$ cat config.mk
export PLATFORM = sky130hd
export DESIGN_NAME = uart_tx_arbiter
export DESIGN_NICKNAME = d
export VERILOG_FILES = /design/src/rtl/uart_tx_arbiter.sv
export SDC_FILE = /design/constraint.sdc
export NUM_CORES = 1
export LEC_CHECK = 0
export BUFFER_PORTS_ARGS = -buffer_cell sky130_fd_sc_hd__clkbuf_2
export CELL_PAD_IN_SITES_DETAIL_PLACEMENT = 0
export CELL_PAD_IN_SITES_GLOBAL_PLACEMENT = 1
export CORE_ASPECT_RATIO = 1.1
export CORE_MARGIN = 4
export CORE_UTILIZATION = 40
export DETAILED_ROUTE_END_ITERATION = 12
export PLACE_DENSITY = 0.75
export SLEW_MARGIN = 15
export SYNTH_ARGS = -nofsm -noshare
export SYNTH_HDL_FRONTEND = slang
export SYNTH_HIERARCHICAL = 1
export SYNTH_SLANG_ARGS = --single-unit
$ cat constraint.sdc
create_clock -name i_clk -period 3.6 [get_ports i_clk]
set_input_delay 0.18 -clock i_clk [delete_from_list [all_inputs] [get_ports i_clk]]
set_output_delay 0.18 -clock i_clk [all_outputs]
set_load 0.05 [all_outputs]
$ cat src/rtl/uart_tx_arbiter.sv
// Round-robin sharing of one UART transmitter between two byte producers,
// each buffered by a small FIFO, with a watchdog on the tx handshake.

module uart_tx_arbiter_fifo #(
  parameter int Bits  = 8,
  parameter int DEPTH = 4
) (
  input  logic            i_clk,
  input  logic            i_reset,
  input  logic            i_push,
  input  logic [Bits-1:0] i_data,
  input  logic            i_pop,
  output logic [Bits-1:0] o_head,
  output logic            o_ready,
  output logic            o_empty
);
  localparam int AW = $clog2(DEPTH);

  logic [Bits-1:0] mem [DEPTH];
  logic [AW-1:0]   wr_ptr;
  logic [AW-1:0]   rd_ptr;
  logic [AW:0]     count;
  logic            do_push;
  logic            do_pop;

  // Readiness comes from the registered count only, so a full FIFO refuses
  // a push even while it is being popped.
  assign o_ready = (count != (AW+1)'(DEPTH));
  assign o_empty = (count == '0);
  assign do_push = i_push & o_ready;
  assign do_pop  = i_pop & ~o_empty;
  assign o_head  = mem[rd_ptr];

  always_ff @(posedge i_clk or posedge i_reset) begin
    if (i_reset) begin
      wr_ptr <= '0;
      rd_ptr <= '0;
      count  <= '0;
    end else begin
      if (do_push) wr_ptr <= wr_ptr + 1'b1;
      if (do_pop)  rd_ptr <= rd_ptr + 1'b1;
      case ({do_push, do_pop})
        2'b10:   count <= count + 1'b1;
        2'b01:   count <= count - 1'b1;
        default: count <= count;
      endcase
    end
  end

  always_ff @(posedge i_clk) begin
    if (do_push) mem[wr_ptr] <= i_data;
  end
endmodule

// state | meaning
// IDLE  | waiting for a queued byte and an idle transmitter
// START | byte latched on o_tx_data, tx_start pulse this cycle
// WAIT  | holding the grant until tx_done or watchdog expiry
module uart_tx_arbiter #(
  parameter int Bits    = 8,
  parameter int DEPTH   = 4,
  parameter int TIMEOUT = 100000,
  parameter int TO_W    = 17
) (
  input  logic            i_clk,
  input  logic            i_reset,
  input  logic            i_a_valid,
  input  logic [Bits-1:0] i_a_data,
  output logic            o_a_ready,
  input  logic            i_b_valid,
  input  logic [Bits-1:0] i_b_data,
  output logic            o_b_ready,
  output logic            o_tx_start,
  output logic [Bits-1:0] o_tx_data,
  input  logic            i_tx_active,
  input  logic            i_tx_done,
  output logic            o_timeout,
  output logic            o_busy
);
  localparam logic [1:0] IDLE  = 2'd0;
  localparam logic [1:0] START = 2'd1;
  localparam logic [1:0] WAIT  = 2'd2;

  logic [1:0]      state;
  logic            last_grant_b;
  logic [TO_W-1:0] wdog;
  logic [Bits-1:0] a_head;
  logic [Bits-1:0] b_head;
  logic            a_empty;
  logic            b_empty;
  logic            launch;
  logic            grant_a;
  logic            pop_a;
  logic            pop_b;
  logic            expire;

  uart_tx_arbiter_fifo #(.Bits(Bits), .DEPTH(DEPTH)) u_fifo_a (
    .i_clk   (i_clk),
    .i_reset (i_reset),
    .i_push  (i_a_valid),
    .i_data  (i_a_data),
    .i_pop   (pop_a),
    .o_head  (a_head),
    .o_ready (o_a_ready),
    .o_empty (a_empty)
  );

  uart_tx_arbiter_fifo #(.Bits(Bits), .DEPTH(DEPTH)) u_fifo_b (
    .i_clk   (i_clk),
    .i_reset (i_reset),
    .i_push  (i_b_valid),
    .i_data  (i_b_data),
    .i_pop   (pop_b),
    .o_head  (b_head),
    .o_ready (o_b_ready),
    .o_empty (b_empty)
  );

  assign launch  = (state == IDLE) && !(a_empty && b_empty) && !i_tx_active;
  assign grant_a = !a_empty && (b_empty || last_grant_b);
  assign pop_a   = launch & grant_a;
  assign pop_b   = launch & ~grant_a;

  // A done in the expiry cycle wins, so the watchdog pulse is suppressed.
  assign expire     = (state == WAIT) && !i_tx_done && (wdog == TO_W'(TIMEOUT - 1));
  assign o_timeout  = expire;
  assign o_tx_start = (state == START);
  assign o_busy     = (state != IDLE);

  always_ff @(posedge i_clk or posedge i_reset) begin
    if (i_reset) begin
      state        <= IDLE;
      last_grant_b <= 1'b1;
      wdog         <= '0;
      o_tx_data    <= '0;
    end else begin
      case (state)
        IDLE: begin
          if (launch) begin
            o_tx_data    <= grant_a ? a_head : b_head;
            last_grant_b <= ~grant_a;
            state        <= START;
          end
        end
        START: begin
          wdog  <= '0;
          state <= WAIT;
        end
        WAIT: begin
          if (i_tx_done || expire) state <= IDLE;
          else                     wdog  <= wdog + 1'b1;
        end
        default: state <= IDLE;
      endcase
    end
  end
endmodule

==> qor.txt <==
Final Setup Violations: 0
Sink Count: 106
initial drt markers: 183
crit end category: register
Yosys cell types: 55
Routed Antenna Nets: 0
DP Worst Slack: 0.710 ns
P_leak: 2.08 nW
Worst Path Required: 3.87 ns
clock insertion delay at the later pin of the skew report: 0.35 ns
Slowest-stage cell, CP: o21bai_1
max-cap violation count: 0
largest family of logic cells by synthesized area: simple AND/OR/NAND/NOR gates
I/O pins: 35
final hold vios: 0
Initial Util: 41.1%
clk buf depth: 2
pwr dens: 778 nW/um2
Worst Hold Class: input pin to register
r2r startpoint: u_fifo_b/count[0]$_DFFE_PP0P_
Root Buffer: clkbuf_16
area leader, netlist: edfxtp_1
Non-Filler Instances: 519
worst reg2reg path endpoint: u_fifo_b/count[2]$_DFFE_PP0P_
nets: 399
dpl cell area: 5070 um2
largest net degree at the start of global routing: 29
post-DP HPWL: 6030 um
crit path DAT: 3.18 ns
die width: 112 um
Mapped Avg Cell Area: 14.5 um2
GRT Total Usage: 13.7%
CTS Buf Count: 9
most used cell, CP: xor2_1
Worst-path clk slew: 0.07 ns
ys flop type: edfxtp_1
number of global-route vias before repair: 2801
Worst Path Class, Setup: register to register
Clock Skews: 0.00711 ns
cells on worst reg2reg path: 10
GRT overflow: 0
port bufs: 34
CP Depth: 10
max incr delay on CP: 0.82 ns
mux cell area share after synthesis: 10.3%
worst-path cell chain: nor3_1 > o21bai_1 > and2_1 > o31a_2 > ha_1 > inv_1 > fa_1 > xor2_1 > nor2_1 > xor2_1
via count: 2729
Yosys warning count: 6
post-layout util: 46.5%
Worst Setup Start Kind: register
Least-Margin Pin Slew: 1.04 ns
Tcrit/Tclk final: 80.9%
Antenna Cells: 0
Yosys reg bits: 106
die height: 122 um
Compound-Gate Fraction of Synth Area: 7.33%
dominant cells by area after synthesis: edfxtp_1 40%, dfrtp_1 22%, mux4_2 7.6%, ha_1 2.9%, mux2i_1 2.1%
worst vdd rail ir drop: 0.595 mV
placed instance count: 502
CTS H-tree lvls: 3
Post-synth top cells: 64 x edfxtp_1, 41 x dfrtp_1, 18 x nor2_1
buffers plus inverters on the worst setup path: 1
fillcell total: 1013
number of flops mapped to enable cells by yosys: 64
DRC viols: 0
final WL: 8610 um
Power, Total: 4.17 mW
RSZ-0062 raised after global routing: false
Final Max Slew Viols: 0
Synth Area in Simple Gates: 10.8%
register area share after synthesis: 62.6%
CP Capture Point: u_fifo_b/count[2]$_DFFE_PP0P_
Min Clock Period, post-route: 2.91 ns
Post-Syn Instances: 328
crit-path leading delay family: compound AO/OA/AOI/OAI gates
relative slew slack: 30.5%
Synth Cell Area: 4750 um2
cell row count: 41
XOR/XNOR Fraction of Synth Area: 2.40%
outcome: completed
share of the synthesized area in the top cell type: 40.5%
Worst Setup SP: u_fifo_b/count[0]$_DFFE_PP0P_
Syn Nets: 363
layout cells sized above 1: 24.7%
Adder-Cell Fraction of Synth Area: 3.74%
DRT Pass-1 Iters: 4
via density per instance: 5.26
r2r setup slk: 0.69 ns
TNS Setup: 0 ns
Setup WS post-layout: 0.686 ns
core area: 11500 um2
Placer Congestion: 0.802
count leader, synth: edfxtp_1
Fmax achieved: 0.343 GHz
die area: 13700 um2
Fin Hold WS: 0.0531 ns
post_cts resized: 0
async set-or-reset flop fraction in the synthesized netlist: 39.6%
final instance area: 5370 um2
crit path max fanout: 10
CTS tree: yes
first-pass GRT wire length: 14400 um
WL/cell: 16.6 um
antenna violations before repair: 0
P&R area growth vs syn: 13.0%
-- report_power, final --
group / leakage [nW] / total [mW] / switching (mW) / internal, mW
combinational: 0.831 / 1.36 / 0.780 / 0.581
clock: 0.138 / 0.930 / 0.432 / 0.498
sequential: 1.11 / 1.88 / 0.275 / 1.61
total: 2.08 / 4.17 / 1.49 / 2.69
-- sequential cells by signal (all words and copies together) (netlist names) --
register / cells
u_fifo_a/mem: 32
u_fifo_b/mem: 32
wdog: 17
o_tx_data: 8
u_fifo_a/count: 3
u_fifo_b/count: 3
state: 2
u_fifo_a/rd_ptr: 2
u_fifo_a/wr_ptr: 2
u_fifo_b/rd_ptr: 2
u_fifo_b/wr_ptr: 2
last_grant_b: 1
-- cells by family (layout without fill, tap and decap cells) --
| group | count (synthesis) | count (layout) |
|---|---|---|
| muxes | 28 | 28 |
| and+or+nand+nor | 87 | 87 |
| DFF | 106 | 106 |
| AOI/OAI and AO/OA | 50 | 50 |
| adders and majority gates | 13 | 13 |
| xor gates and xnor gates | 13 | 13 |
| buffers and inverters | 31 | 72 |
-- layout make-up --
class	instances	area, um2	area share [%]
clock buffer	11	243	4.52
inverter	19	71.3	1.33
sequential	106	2970	55.4
clock inverter	5	45.0	0.839
multi-input combinational	191	1650	30.8
timing repair buffer	37	195	3.64
tap	150	188	3.50
-- cell usage in the layout, fill, tap and decap left out, types with 3 or more instances in the layout --
| master | count |
|---|---|
| edfxtp_1 | 64 |
| dfrtp_1 | 41 |
| clkbuf_2 | 34 |
| nor2_1 | 18 |
| inv_1 | 16 |
| mux4_2 | 16 |
| a21oi_1 | 15 |
| nand2_1 | 14 |
| ha_1 | 11 |
| mux2i_1 | 10 |
| and3_2 | 9 |
| clkbuf_16 | 9 |
| o21ai_0 | 8 |
| xor2_1 | 7 |
| nand3_1 | 6 |
| xnor2_1 | 6 |
| and3_1 | 5 |
| or4_1 | 5 |
| or3_1 | 5 |
| nor3_1 | 4 |
| o22ai_1 | 4 |
| inv_2 | 3 |
| o211ai_1 | 3 |
| o311ai_0 | 3 |
-- what timing repair did --
item / CTS / global route
hold buffers: 1 / 0
endpoints found under the setup margin: 0 / 0
hold endpoints to repair: 14 / 0
buffers inserted: 0 / 0
-- worst min-delay path by stage --
stage / start / end / slack (ns) / cells after the start
4_1_cts: i_a_data[6] / u_fifo_a/mem[2][6]$_DFFE_PP_ / 0.04 / 1
3_5_place_dp: i_reset / u_fifo_a/count[1]$_DFFE_PP0P_ / 0.15 / 2
2_1_floorplan: i_reset / u_fifo_a/count[0]$_DFFE_PP0P_ / -0.02 / 1
6_report: i_b_data[3] / u_fifo_b/mem[1][3]$_DFFE_PP_ / 0.05 / 1
3_3_place_gp: i_reset / u_fifo_a/count[1]$_DFFE_PP0P_ / 0.15 / 2
5_1_grt: i_a_data[6] / u_fifo_a/mem[2][6]$_DFFE_PP_ / 0.04 / 1
-- layer usage --
metal | wire (um) | GRT usage (%) | up-vias
li1 | - | - | 1322
met1 | 3910 | 17.4 | 1358
met2 | 4250 | 22.8 | 42
met3 | 345 | 4.34 | 7
met4 | 99 | 3.88 | 0
met5 | 0 | 0 | -
Note: power is estimated with default switching activity, not from simulation.
